`src/rtl/qupls_bitfield_fu.sv`:
```
// Pipelined bitfield functional unit: E1 operand register, combinational CLR/SET/COM/EXTU/EXTS/DEP
// evaluation, and an in-order result queue. Define QUPLS_BF_SKID_EN for a 2-entry queue that removes wb_rdy->issue_rdy.
module qupls_bitfield_fu #(
  parameter int unsigned TAGW = 5
) (
  input  logic            clk,
  input  logic            rst,
  input  logic            flush,
  input  logic            issue_v,
  output logic            issue_rdy,
  input  logic [39:0]     issue_ir,
  input  logic [TAGW-1:0] issue_tag,
  input  logic [63:0]     issue_t,
  input  logic [63:0]     issue_a,
  input  logic [63:0]     issue_b,
  input  logic [63:0]     issue_c,
  output logic            wb_v,
  input  logic            wb_rdy,
  output logic [TAGW-1:0] wb_tag,
  output logic [63:0]     wb_res,
  output logic            wb_exc,
  output logic            busy
);

  localparam int unsigned W = 64;

  typedef enum logic [6:0] {
    OP_CLR  = 7'h50,
    OP_SET  = 7'h51,
    OP_COM  = 7'h52,
    OP_EXTU = 7'h53,
    OP_EXTS = 7'h54,
    OP_DEP  = 7'h55
  } bf_op_e;

`ifdef QUPLS_BF_SKID_EN
  localparam logic [1:0] QD   = 2'd2;
  localparam logic       PMAX = 1'b1;
`else
  localparam logic [1:0] QD   = 2'd1;
  localparam logic       PMAX = 1'b0;
`endif

  logic [39:0]     r_ir;
  logic [TAGW-1:0] r_tag;
  logic [W-1:0]    r_t, r_a, r_b, r_c;
  logic            r_e1_v;

  logic [TAGW-1:0] r_q_tag [2];
  logic [W-1:0]    r_q_res [2];
  logic            r_q_exc [2];
  logic            r_wr, r_rd;
  logic [1:0]      r_cnt;

  logic [6:0]      w_mb, w_me;
  logic [5:0]      w_sh, w_nsh, w_sp;
  logic [W-1:0]    w_mask, w_ext, w_dep, w_fill, w_res;
  logic [2*W-1:0]  w_rot_ext, w_rot_dep;
  logic            w_exc, w_sign;
  logic            w_hs, w_push, w_pop;
  logic            w_unused;

  assign w_unused = ^{r_ir[39:34], r_ir[18:7], r_b[63:7], r_c[63:7]};

  assign w_mb  = r_ir[33] ? r_ir[25:19] : r_b[6:0];
  assign w_me  = r_ir[33] ? r_ir[32:26] : r_c[6:0];
  assign w_sh  = w_mb[5:0];
  assign w_nsh = 6'd0 - w_sh;
  assign w_sp  = w_me[5:0] - w_mb[5:0];

  always_comb begin
    w_mask = '0;
    for (int unsigned i = 0; i < W; i++) begin
      if (w_mb <= w_me) w_mask[i] = (7'(i) >= w_mb) && (7'(i) <= w_me);
      else              w_mask[i] = (7'(i) >= w_mb) || (7'(i) <= w_me);
    end
  end

  // Extract rotates the masked field down to bit 0; a wrapped field comes out contiguous.
  // Deposit rotates the source up by mb so its low bits land on the field.
  always_comb begin
    w_rot_ext = {r_a & w_mask, r_a & w_mask} >> w_sh;
    w_ext     = w_rot_ext[W-1:0];
    w_rot_dep = {r_a, r_a} >> w_nsh;
    w_dep     = (r_t & ~w_mask) | (w_rot_dep[W-1:0] & w_mask);
    w_sign    = w_ext[w_sp];
    w_fill    = ~((64'd2 << w_sp) - 64'd1);
    w_res     = '0;
    w_exc     = 1'b0;
    case (r_ir[6:0])
      OP_CLR:  w_res = r_a & ~w_mask;
      OP_SET:  w_res = r_a | w_mask;
      OP_COM:  w_res = r_a ^ w_mask;
      OP_EXTU: w_res = w_ext;
      OP_EXTS: w_res = w_ext | (w_sign ? w_fill : '0);
      OP_DEP:  w_res = w_dep;
      default: w_exc = 1'b1;
    endcase
  end

  assign wb_v   = (r_cnt != 2'd0) & ~flush;
  assign wb_tag = r_q_tag[r_rd];
  assign wb_res = r_q_res[r_rd];
  assign wb_exc = r_q_exc[r_rd];
  assign busy   = r_e1_v | (r_cnt != 2'd0);

`ifdef QUPLS_BF_SKID_EN
  assign issue_rdy = ~rst & ~flush & (~r_e1_v | (r_cnt < QD));
`else
  assign issue_rdy = ~rst & ~flush & (~r_e1_v | (r_cnt == 2'd0) | wb_rdy);
`endif

  assign w_hs   = issue_v & issue_rdy;
  assign w_pop  = wb_v & wb_rdy;
  assign w_push = r_e1_v & ((r_cnt < QD) | w_pop);

  always_ff @(posedge clk) begin
    if (rst) begin
      r_ir   <= '0;
      r_tag  <= '0;
      r_t    <= '0;
      r_a    <= '0;
      r_b    <= '0;
      r_c    <= '0;
      r_e1_v <= 1'b0;
      r_wr   <= 1'b0;
      r_rd   <= 1'b0;
      r_cnt  <= '0;
      for (int unsigned k = 0; k < 2; k++) begin
        r_q_tag[k] <= '0;
        r_q_res[k] <= '0;
        r_q_exc[k] <= 1'b0;
      end
    end else if (flush) begin
      r_e1_v <= 1'b0;
      r_wr   <= 1'b0;
      r_rd   <= 1'b0;
      r_cnt  <= '0;
    end else begin
      if (w_hs) begin
        r_ir  <= issue_ir;
        r_tag <= issue_tag;
        r_t   <= issue_t;
        r_a   <= issue_a;
        r_b   <= issue_b;
        r_c   <= issue_c;
      end
      r_e1_v <= w_hs | (r_e1_v & ~w_push);
      if (w_push) begin
        r_q_tag[r_wr] <= r_tag;
        r_q_res[r_wr] <= w_res;
        r_q_exc[r_wr] <= w_exc;
        r_wr          <= (r_wr == PMAX) ? 1'b0 : r_wr + 1'b1;
      end
      if (w_pop) r_rd <= (r_rd == PMAX) ? 1'b0 : r_rd + 1'b1;
      case ({w_push, w_pop})
        2'b10:   r_cnt <= r_cnt + 2'd1;
        2'b01:   r_cnt <= r_cnt - 2'd1;
        default: r_cnt <= r_cnt;
      endcase
    end
  end

endmodule

```
`config.mk`:
```
export PLATFORM = sky130hd
export DESIGN_NAME = qupls_bitfield_fu
export DESIGN_NICKNAME = d
export VERILOG_FILES = /design/src/rtl/qupls_bitfield_fu.sv
export SDC_FILE = /design/constraint.sdc
export NUM_CORES = 2
export LEC_CHECK = 0
export CORE_MARGIN = 10
export CORE_UTILIZATION = 50
export DETAILED_ROUTE_END_ITERATION = 16
export GPL_ROUTABILITY_DRIVEN = 1
export PLACE_DENSITY = 0.83
export SYNTH_ARGS = -nofsm -noshare
export SYNTH_HDL_FRONTEND = slang
export SYNTH_SLANG_ARGS = --single-unit
export TNS_END_PERCENT = 10
```
`constraint.sdc`:
```
create_clock -name clk -period 8.9 [get_ports clk]
set_clock_uncertainty 0.1 [all_clocks]
set_input_delay 2.225 -clock clk [delete_from_list [all_inputs] [get_ports clk]]
set_output_delay 2.225 -clock clk [all_outputs]
set_load 0.05 [all_outputs]
```
==> impl_results.md <==
- Clock Sinks: 242
- Worst Path Required: 9150 ps
- Clk_lat worst skew: 570 ps
- Area of the mapped netlist: 26080 um^2
- Post-synth EDFFs: 70
- Combinational share of power: 43.9%
- DIE HEIGHT: 248.4 um
- Via density: 6.701
- Synthesized flop and latch total: 242
- Ports: 379
- Area after DPL: 29210 um^2
- Largest net degree at the start of global routing: 170
- Clk pwr share: 28.0%
- DR vias: 28.19k
- Grt total ovfl: 0
- RSZ-0062 raised after global routing: no
- Static Leakage: 11.33 nW
- Final Setup Violations: 0
- Hold Buf Count CTS: 0
- Tightest Pin Transition: 1202 ps
- VDD IR max: 156.1 uV
- Switching pwr: 1.806 mW
- Startpoint Class: flip-flop
- Finished Cell Area: 30180 um^2
- Critical Path Sink Type: flip-flop
- Core Region: 51510 um^2
- Final net count: 4023
- Post-Syn Instances: 3409
- Setup Buffers After CTS: 0
- Internal power: 2.562 mW
- Net Count, Synth: 3926
- FMAX: 120.8 MHz
- Worst-path fanout max: 53
- Final HPWL from detailed placement: 96020 um
- CTS resizes: 0
- Crit Path Class: reg2reg
- Ys flop type: dfxtp_1
- Final count of hold timing violations: 0
- Total GRT Usage: 39.03%
- Die ar.: 61690 um^2
- H-tree lvl count: 1
- Ys async rst share: 0%
- Clk slew on worst S/H paths: 60 ps
- Clock Tree Buf Depth: 3
- Routed WL: 126000 um
- Sequential Power Share: 28.1%
- Period utilization: 93.05%
- Worst min path class: reg2reg
- Max transition margin: 19.88%
- Max-cap violation count: 0
- Port-buffer cells: 246
- Setup TNS: 0 ps
- Antenna violations before repair: 3
- Final ANT Viol Nets: 0
- Starting Density: 50.62%
- Crit path time final: 8281 ps
- CTS root buf: clkbuf_16
- Row count: 83
- Cell variety after synth: 73
- Final Wtd Congestion: 1.112
- P per Cell Area: 144.8 nW/um^2
- First DRT Iteration DRCs: 4622
- TritonCTS clock tree: done
- First-pass GRT wire length: 177200 um
- Synth Warn #: 0
- Max-slew violations: 0
- Synthesis-to-finish area growth: 15.72%
- Switching Share: 41.35%
- Layout cells sized above 1: 5.701%
- Status: complete, no violations
- Cts bufs inserted: 26
- Vias in the first global route: 25.70k
- Initial DRT Pass Iterations: 8
- Syn Area/Cell: 7.649 um^2
- Drt wl/cell: 29.96 um
- Die width: 248.4 um
- Seq/Total Area, Yosys: 21.27%
- DRC viols: 0
- Worst EP arrival: 8530 ps
-- logic make-up (layout without fill, tap and decap cells) --
kind of cell	Yosys count	in the layout	share of synthesized area (%)
muxes	549	549	21.57
buffers and inverters	423	540	6.516
and+or+nand+nor	890	890	14.16
xor gates and xnor gates	17	17	0.6718
AOI/OAI and AO/OA	1024	1024	23.63
other	0	1	0
adders and majority gates	264	264	12.19
DFF	242	242	21.27
-- layout by cell type (no fill, tap or decap), drive strengths merged, types with 20 or more instances in the layout --
cell type	instances
a211oi	25
o211ai	23
dfxtp	172
buf	96
nor2b	21
maj3	53
a22oi	186
nand2	552
o22ai	52
o21ai	311
nor2	136
a221oi	20
mux2	21
clkbuf	33
ha	210
inv	151
a21oi	313
edfxtp	70
nand3	113
mux2i	521
clkdlybuf4s50	245
-- final cells by class --
| class | instances | area [um^2] |
|---|---|---|
| inverters | 151 | 569.3 |
| clock buffers | 33 | 728.2 |
| multi-input cells | 2744 | 19020 |
| well taps | 680 | 850.8 |
| clock inverters | 15 | 232.7 |
| repair buffers | 341 | 3223 |
| flip-flops and latches | 242 | 5545 |
| fillers | 4865 | 21330 |
| diodes | 1 | 2.502 |
-- synthesized netlist by cell type, types with 52 or more instances --
cell	count	area (um^2)
nor2_1	135	506.7
mux2i_1	519	5195
a21oi_1	313	1567
inv_1	147	551.8
ha_1	210	2628
edfxtp_1	70	2102
nand2_1	552	2072
maj3_1	53	530.5
dfxtp_1	172	3443
clkbuf_1	183	686.9
nand3_1	113	565.5
o21ai_0	292	1461
o22ai_1	52	325.3
a22oi_1	186	1396
-- path summary, 6_finish.rpt --
check	from	end	slack, ps	depth (start not counted)
setup / recovery	r_ir[33]	r_q_res[0][9]	620	24
hold / removal	r_ir[26]	r_ir[26]	360	2
setup reg to reg	r_ir[33]	r_q_res[0][9]	620	24
hold reg to reg	r_ir[26]	r_ir[26]	360	2
-- worst max-delay path, cell delays in order, from the launching register on --
cell and delay, ps:
dfxtp_1 750, buf_4 400, mux2i_4 660, ha_1 360
o21a_1 160, o21a_1 120, o21ai_0 170, a21oi_4 720
buf_4 380, a221oi_1 120, nor2_1 470, ha_1 320
mux2i_1 170, a22oi_1 290, nand2_1 180, o211ai_1 190
o21ai_0 130, mux2i_1 850, o22ai_1 220, nor4_1 200
o32ai_1 130, buf_4 170, o21a_1 130, buf_12 190
o41ai_1 450
-- flip-flops by register name (all words and copies together), names as in the netlist, 5 cells and up --
register	cells
r_t	64
r_c	7
r_tag	5
r_b	7
r_q_res	64
r_a	64
r_q_tag	5
r_ir	22
-- power groups by stage --
stage	clock (mW)	combinational (mW)	sequential (mW)
3_5_place_dp	0	1.83	1.25
6_report	1.22	1.92	1.23
2_1_floorplan	0	1.13	1.27
4_1_cts	1.23	1.83	1.22
3_3_place_gp	0	1.80	1.25
5_1_grt	1.27	2.00	1.23
-- through the flow --
stage,worst slack (ps),hold WS [ps],power [mW],cells,util (%)
floorplan,1694,331.7,2.397,3409,-
global placement,1134,338.3,3.050,4158,56.71
detailed placement,1162,343.7,3.073,4158,56.71
CTS,1111,354.8,4.287,4206,58.58
global route,414.7,378.4,4.499,4206,58.58
finish,618.6,355.5,4.368,4207,58.58
-- per-layer routing --
| layer | GRT usage (%) | part of all wire, % |
|---|---|---|
| met5 | 0 | 0.053 |
| met1 | 49.93 | 37 |
| met4 | 23.72 | 7.4 |
| met3 | 12.35 | 14 |
| met2 | 56.42 | 41 |
Power figures use the tool's default switching activity.
